File: config.mk
export PLATFORM = sky130hd
export DESIGN_NAME = mul_seq
export DESIGN_NICKNAME = d
export VERILOG_FILES = /design/src/rtl/mul_seq.sv
export SDC_FILE = /design/constraint.sdc
export NUM_CORES = 1
export LEC_CHECK = 0
export ABC_AREA = 0
export BUFFER_PORTS_ARGS = -buffer_cell sky130_fd_sc_hd__buf_2
export CAP_MARGIN = 0
export CORE_MARGIN = 5
export CORE_UTILIZATION = 52
export CTS_CLUSTER_DIAMETER = 120
export DETAILED_ROUTE_END_ITERATION = 12
export PLACE_DENSITY = 0.68
export SYNTH_ARGS = -nofsm -noshare
export SYNTH_HDL_FRONTEND = slang
export SYNTH_SLANG_ARGS = --single-unit
File: constraint.sdc
create_clock -name clk -period 11.49 [get_ports clk]
set_input_delay 0.5745 -clock clk [delete_from_list [all_inputs] [get_ports clk]]
set_output_delay 0.5745 -clock clk [all_outputs]
set_load 0.01 [all_outputs]
File: src/rtl/mul_seq.sv
// mul_seq: multi-cycle sequencer for the RV32M multiply group (mul, mulh, mulhsu, mulhu).
// It runs a radix-2 shift-add loop on operand magnitudes, one multiplier bit per cycle.
// It then fixes up the sign of the 64-bit product and registers the selected half.
//
// Optional feature: define MUL_EARLY_OUT_EN so that the loop ends as soon as the remaining
// multiplier bits are all zero. Without it the loop always runs 32 iterations.
//
// Ports:
//   clk      in   clock, rising edge
//   rst_n    in   asynchronous active-low reset
//   start    in   request, sampled only while ready
//   flush    in   synchronous abort back to idle (highest priority after reset)
//   A        in   multiplicand (rs1)
//   B        in   multiplier (rs2)
//   alu_sel  in   8=mul, 9=mulh, 10=mulhsu, 11=mulhu, others unsupported
//   ready    out  high only in idle
//   busy     out  high while iterating
//   stall    out  busy, or a supported op being accepted this cycle
//   done     out  one-cycle pulse, result valid
//   result   out  registered result, held until the next accepted start
module mul_seq #(
    parameter int unsigned WIDTH = 32
) (
    input  logic             clk,
    input  logic             rst_n,
    input  logic             start,
    input  logic             flush,
    input  logic [WIDTH-1:0] A,
    input  logic [WIDTH-1:0] B,
    input  logic [3:0]       alu_sel,
    output logic             ready,
    output logic             busy,
    output logic             stall,
    output logic             done,
    output logic [WIDTH-1:0] result
);

    localparam logic [1:0] StIdle = 2'd0;
    localparam logic [1:0] StRun  = 2'd1;
    localparam logic [1:0] StDone = 2'd2;

    localparam logic [1:0] OpMul = 2'b00;

    logic [1:0]         state_q, state_d;
    logic [1:0]         op_q, op_d;
    logic               neg_q, neg_d;
    logic [2*WIDTH-1:0] mcand_q, mcand_d;
    logic [WIDTH-1:0]   mplier_q, mplier_d;
    logic [2*WIDTH-1:0] acc_q, acc_d;
    logic [4:0]         cnt_q, cnt_d;
    logic [WIDTH-1:0]   result_q, result_d;

    logic               op_sup;
    logic               a_signed, b_signed;
    logic               a_neg, b_neg;
    logic [WIDTH-1:0]   a_mag, b_mag;
    logic [2*WIDTH-1:0] acc_next;
    logic [WIDTH-1:0]   mplier_next;
    logic [2*WIDTH-1:0] prod;
    logic [WIDTH-1:0]   res_sel;
    logic               last_iter;

    // Operand decode: codes 8..11 share alu_sel[3:2] == 2'b10.
    always_comb begin
        op_sup   = (alu_sel[3:2] == 2'b10);
        a_signed = ~(alu_sel[1] & alu_sel[0]);  // signed except mulhu
        b_signed = ~alu_sel[1];                 // signed for mul/mulh only
        a_neg    = a_signed & A[WIDTH-1];
        b_neg    = b_signed & B[WIDTH-1];
        // -(-2^31) wraps to 0x8000_0000, which is the correct unsigned magnitude.
        a_mag    = a_neg ? -A : A;
        b_mag    = b_neg ? -B : B;
    end

    // One shift-add step and the sign fix-up applied to the post-step accumulator.
    always_comb begin
        acc_next    = mplier_q[0] ? (acc_q + mcand_q) : acc_q;
        mplier_next = mplier_q >> 1;
        prod        = neg_q ? -acc_next : acc_next;
        res_sel     = (op_q == OpMul) ? prod[WIDTH-1:0] : prod[2*WIDTH-1:WIDTH];
`ifdef MUL_EARLY_OUT_EN
        last_iter   = (cnt_q == 5'd31) || (mplier_next == '0);
`else
        last_iter   = (cnt_q == 5'd31);
`endif
    end

    always_comb begin
        state_d  = state_q;
        op_d     = op_q;
        neg_d    = neg_q;
        mcand_d  = mcand_q;
        mplier_d = mplier_q;
        acc_d    = acc_q;
        cnt_d    = cnt_q;
        result_d = result_q;

        if (flush) begin
            state_d = StIdle;
            cnt_d   = '0;
        end else begin
            case (state_q)
                StIdle: begin
                    if (start) begin
                        op_d = alu_sel[1:0];
                        if (op_sup) begin
                            neg_d    = a_neg ^ b_neg;
                            mcand_d  = {{WIDTH{1'b0}}, a_mag};
                            mplier_d = b_mag;
                            acc_d    = '0;
                            cnt_d    = '0;
                            state_d  = StRun;
                        end else begin
                            result_d = '0;
                            state_d  = StDone;
                        end
                    end
                end
                StRun: begin
                    acc_d    = acc_next;
                    mcand_d  = mcand_q << 1;
                    mplier_d = mplier_next;
                    cnt_d    = cnt_q + 5'd1;
                    if (last_iter) begin
                        result_d = res_sel;
                        state_d  = StDone;
                    end
                end
                StDone: begin
                    state_d = StIdle;
                end
                default: begin
                    state_d = StIdle;
                end
            endcase
        end
    end

    always_ff @(posedge clk or negedge rst_n) begin
        if (!rst_n) begin
            state_q  <= StIdle;
            op_q     <= '0;
            neg_q    <= 1'b0;
            mcand_q  <= '0;
            mplier_q <= '0;
            acc_q    <= '0;
            cnt_q    <= '0;
            result_q <= '0;
        end else begin
            state_q  <= state_d;
            op_q     <= op_d;
            neg_q    <= neg_d;
            mcand_q  <= mcand_d;
            mplier_q <= mplier_d;
            acc_q    <= acc_d;
            cnt_q    <= cnt_d;
            result_q <= result_d;
        end
    end

    always_comb begin
        ready  = (state_q == StIdle);
        busy   = (state_q == StRun);
        done   = (state_q == StDone);
        stall  = busy | (start & ready & op_sup);
        result = result_q;
    end

endmodule

==> flow_metrics.py <==
metrics = {
    "yosys": {
        "synthAdderAreaFrac_pct": 5.18,
        "avgSynthCellArea_um2": 7.73,
        "synth_area_um2": 16800,
        "synth_sequential_area_ratio_pct": 30.1,
        "most_instantiated_library_cell_after_synthesis": "nand2_1",
        "synth_simple_gate_area_share_pct": 21.7,
        "synth_nets": 2315,
        "synth.mux.area_fraction_pct": 2.14,
        "ys_ff_latch": 202,
        "synth_area_in_compound_gates_pct": 31.4,
        "post_synth_inst_count": 2174,
        "yosysWarningCount": 0,
        "yosys.area.top_type_share_pct": 30.1,
        "synth_xor_xnor_area_share_pct": 5.78,
        "dominantRegCellSynth": "dfrtp_1",
        "synth_area_leader_cell": "dfrtp_1",
        "library_cells_used_by_synthesis": 90,
        "synthTopCellsByCount": "nand2_1, o21ai_0, a21oi_1",
        "number_of_flops_mapped_to_enable_cells_by_yosys": 0,
        "async_reset_ff_share_pct": 100,
        "synth_top_family_by_area": "compound AO/OA/AOI/OAI gates",
        "most_area_consuming_cells_after_synthesis": "dfrtp_1, o21ai_0, a21oi_1, nand2_1, ha_1",
    },
    "sta": {
        "achievable-frequency_ghz": 0.186,
        "finalSetupViolCount": 0,
        "post-route-period-util_pct": 46.7,
        "finalMaxSlewViolations": 0,
        "final.setup_skew_ps": 26.2,
        "timing.final.hold_violations": 0,
        "grt_setup_unrepaired": "false",
        "maxSlewHeadroom_pct": 13.5,
        "finalWorstPathRequiredPeriod_ps": 5360,
        "max_slew.worst_pin.slew_ps": 1260,
        "totalNegativeSetupSlack_ps": 0,
    },
    "power_and_ir_drop": {
        "power.ir.vdd_worst_uv": 108,
        "static-leakage-power_nw": 7.88,
        "power-per-cell-area_nw_per_um2": 177,
    },
    "layout": {
        "final-instance-count-excl-fill": 2624,
        "layout-area-overhead-vs-synth_pct": 9.38,
        "fillerInstances": 2987,
        "share_of_cells_above_drive_strength_1_pct": 9.95,
        "finalNetCount": 2345,
    },
    "grt": {
        "number_of_global_route_vias_before_repair": 16700,
        "grt_antenna_before_repair": 2,
        "grt_start_max_net_pins": 105,
        "grt_pass1_wl_um": 93500,
        "grtUsageTotal_pct": 32.2,
        "global_route.overflow_total": 0,
    },
    "route": {
        "drc_errors": 0,
        "drt-vias-per-instance": 6.64,
        "firstDrtPassIters": 6,
        "detail_route.wirelength_um": 59800,
        "final_antenna_net_count": 0,
        "avgRoutedWirePerCell_um": 22.8,
        "via_count": 17400,
        "first_iter_violations": 1890,
    },
    "floorplan": {
        "floorplan.die.height_um": 190,
        "design.core.area_um2": 31700,
        "chipWidth_um": 190,
        "fp_rows": 65,
        "floorplan.io_pins": 108,
        "design.die.area_um2": 36000,
        "floorplan.initialDensity_pct": 53.0,
    },
    "run": {
        "max-cap-violations": 0,
    },
    "placed_design": {
        "gpl.final_weighted_congestion": 1.05,
        "detailed_place_hpwl_um": 45000,
        "port_buffers": 107,
        "placedCellCount": 2579,
    },
    "cts": {
        "clock_latency_ps": 560,
        "cts_root_buf": "clkbuf_16",
        "tritoncts": "built",
        "clk_pin_slew_ps": 60,
        "cts_max_level": 1,
        "cts_hold_buffers_added": 0,
        "cts.path.max_buffers": 3,
        "postCtsSetupRepairBufs": 0,
        "cts.sink_count": 202,
        "cts-resized-gates": 0,
        "number_of_buffers_inserted_during_clock_tree_synthesis": 25,
    },
    "setup_path": {
        "critPathKind": "flop to flop",
        "worst_ep_required_time_ps": 11920,
        "worst-path-max-fanout": 11,
        "crit_path_end_kind": "flop",
        "critPathBufInv": 0,
        "cp_data_arrival_time_ps": 5790,
        "critPathLaunchType": "flop",
        "worstPathCellList": "ha_1 -> nand4_1 -> nor4_1 -> a21boi_0 -> o211ai_1 -> a21bo_1 -> a31oi_1 -> and4_1 -> nand2_1 -> or4_1 -> nor4_1 -> mux2_2 -> o221ai_1 -> nand2_1",
        "critical_path.slowest_cell": "a21boi_0",
        "critical-path-max-stage-delay_ps": 670,
        "family_with_the_most_delay_on_the_worst_path": "simple AND/OR/NAND/NOR gates",
    },
    "status": {
        "status": "completed",
    },
    "hold_path": {
        "worstHoldPathType": "primary input to asynchronous set/reset pin",
    },
}
[cell usage in the layout (no fill, tap or decap), types with 34 or more instances in the layout]
cell type,instances
buf_2,106
a22o_1,51
nor2_1,198
nor3_1,73
nand4_1,34
nand2_1,266
inv_1,34
o21ai_0,259
dfrtp_1,201
nand3_1,47
a21oi_1,213
ha_1,68
xor2_1,50
xnor2_1,61
[per-stage QoR]
step / util (%) / instance area, µm² / power (W) / setup slack (ps) / hold slack, ps
5_1_grt: 58.0 / 18400 / 0.00343 / 5770 / 73.8
3_3_place_gp: 55.3 / 17500 / 0.00237 / 6290 / 452
3_5_place_dp: 55.3 / 17500 / 0.00240 / 6270 / 454
6_report: 58.0 / 18400 / 0.00326 / 6130 / 10.9
4_1_cts: 58.0 / 18400 / 0.00323 / 6270 / 32.0
2_1_floorplan: - / 16800 / 0.00196 / 5620 / 279
[worst paths after layout]
path / start / endpoint / slack (ps) / cells past startpoint
worst max-delay path: acc_q[14] / result[24] / 6130 / 14
worst min-delay path: rst_n / mcand_q[35] / 10 / 1
worst max register to register: acc_q[14] / result[24] / 6130 / 14
worst min register to register: result[0] / result[0] / 480 / 2
max in group asynchronous: rst_n / result[12] / 9210 / 3
min in group clk: A[0] / mcand_q[0] / 300 / 2
[layout make-up]
class	count	area, µm²	share of cell area [%]
antenna	1	2.50	0.0136
clock buffer	39	758	4.12
clock inverter	5	93.8	0.510
inverter	36	135	0.735
multi-input combinational	1814	11200	60.7
sequential	202	5060	27.5
tap	402	503	2.74
timing repair buffer	125	679	3.70
[flip-flops by register name, indices dropped and copies added, names as in the netlist]
| signal | cells |
|---|---|
| acc_q | 64 |
| mcand_q | 64 |
| mplier_q | 32 |
| result | 32 |
| cnt_q | 5 |
| op_q | 2 |
| state_q | 2 |
| neg_q | 1 |
[metal layers]
metal,wire (µm),track usage [%],vias to the layer above
met5,20,0,-
met4,2990,13.5,2
met3,5320,6.53,151
met2,26500,50.8,802
met1,25000,43.2,8323
li1,-,-,8138
[kinds of logic (layout without fill, tap and decap cells)]
group                      count (synthesis)  count (layout)
AOI/OAI and AO/OA                        823             823
xor gates and xnor gates                 111             111
other                                      0               1
DFF                                      202             202
adders and majority gates                 69              69
and+or+nand+nor                          778             778
buffers and inverters                    158             205
muxes                                     33              33
[worst register-to-register path: stages, from the launching register on]
cell      delay, ps
dfrtp_1         420
ha_1            490
nand4_1         360
nor4_1          330
a21boi_0        670
o211ai_1        290
a21bo_1         230
a31oi_1         560
and4_1          330
nand2_1         100
or4_1           570
nor4_1          300
mux2_2          370
o221ai_1        160
nand2_1          70
[power breakdown]
| part | switching, W | total (W) | internal [W] | leakage [nW] |
|---|---|---|---|---|
| combinational | 0.00100 | 0.00149 | 0.000482 | 4.74 |
| sequential | 0.000121 | 0.000947 | 0.000826 | 2.71 |
| clock | 0.000327 | 0.000825 | 0.000498 | 0.419 |
| total | 0.00145 | 0.00326 | 0.00181 | 7.88 |
Note: power is estimated with default switching activity, not from simulation.
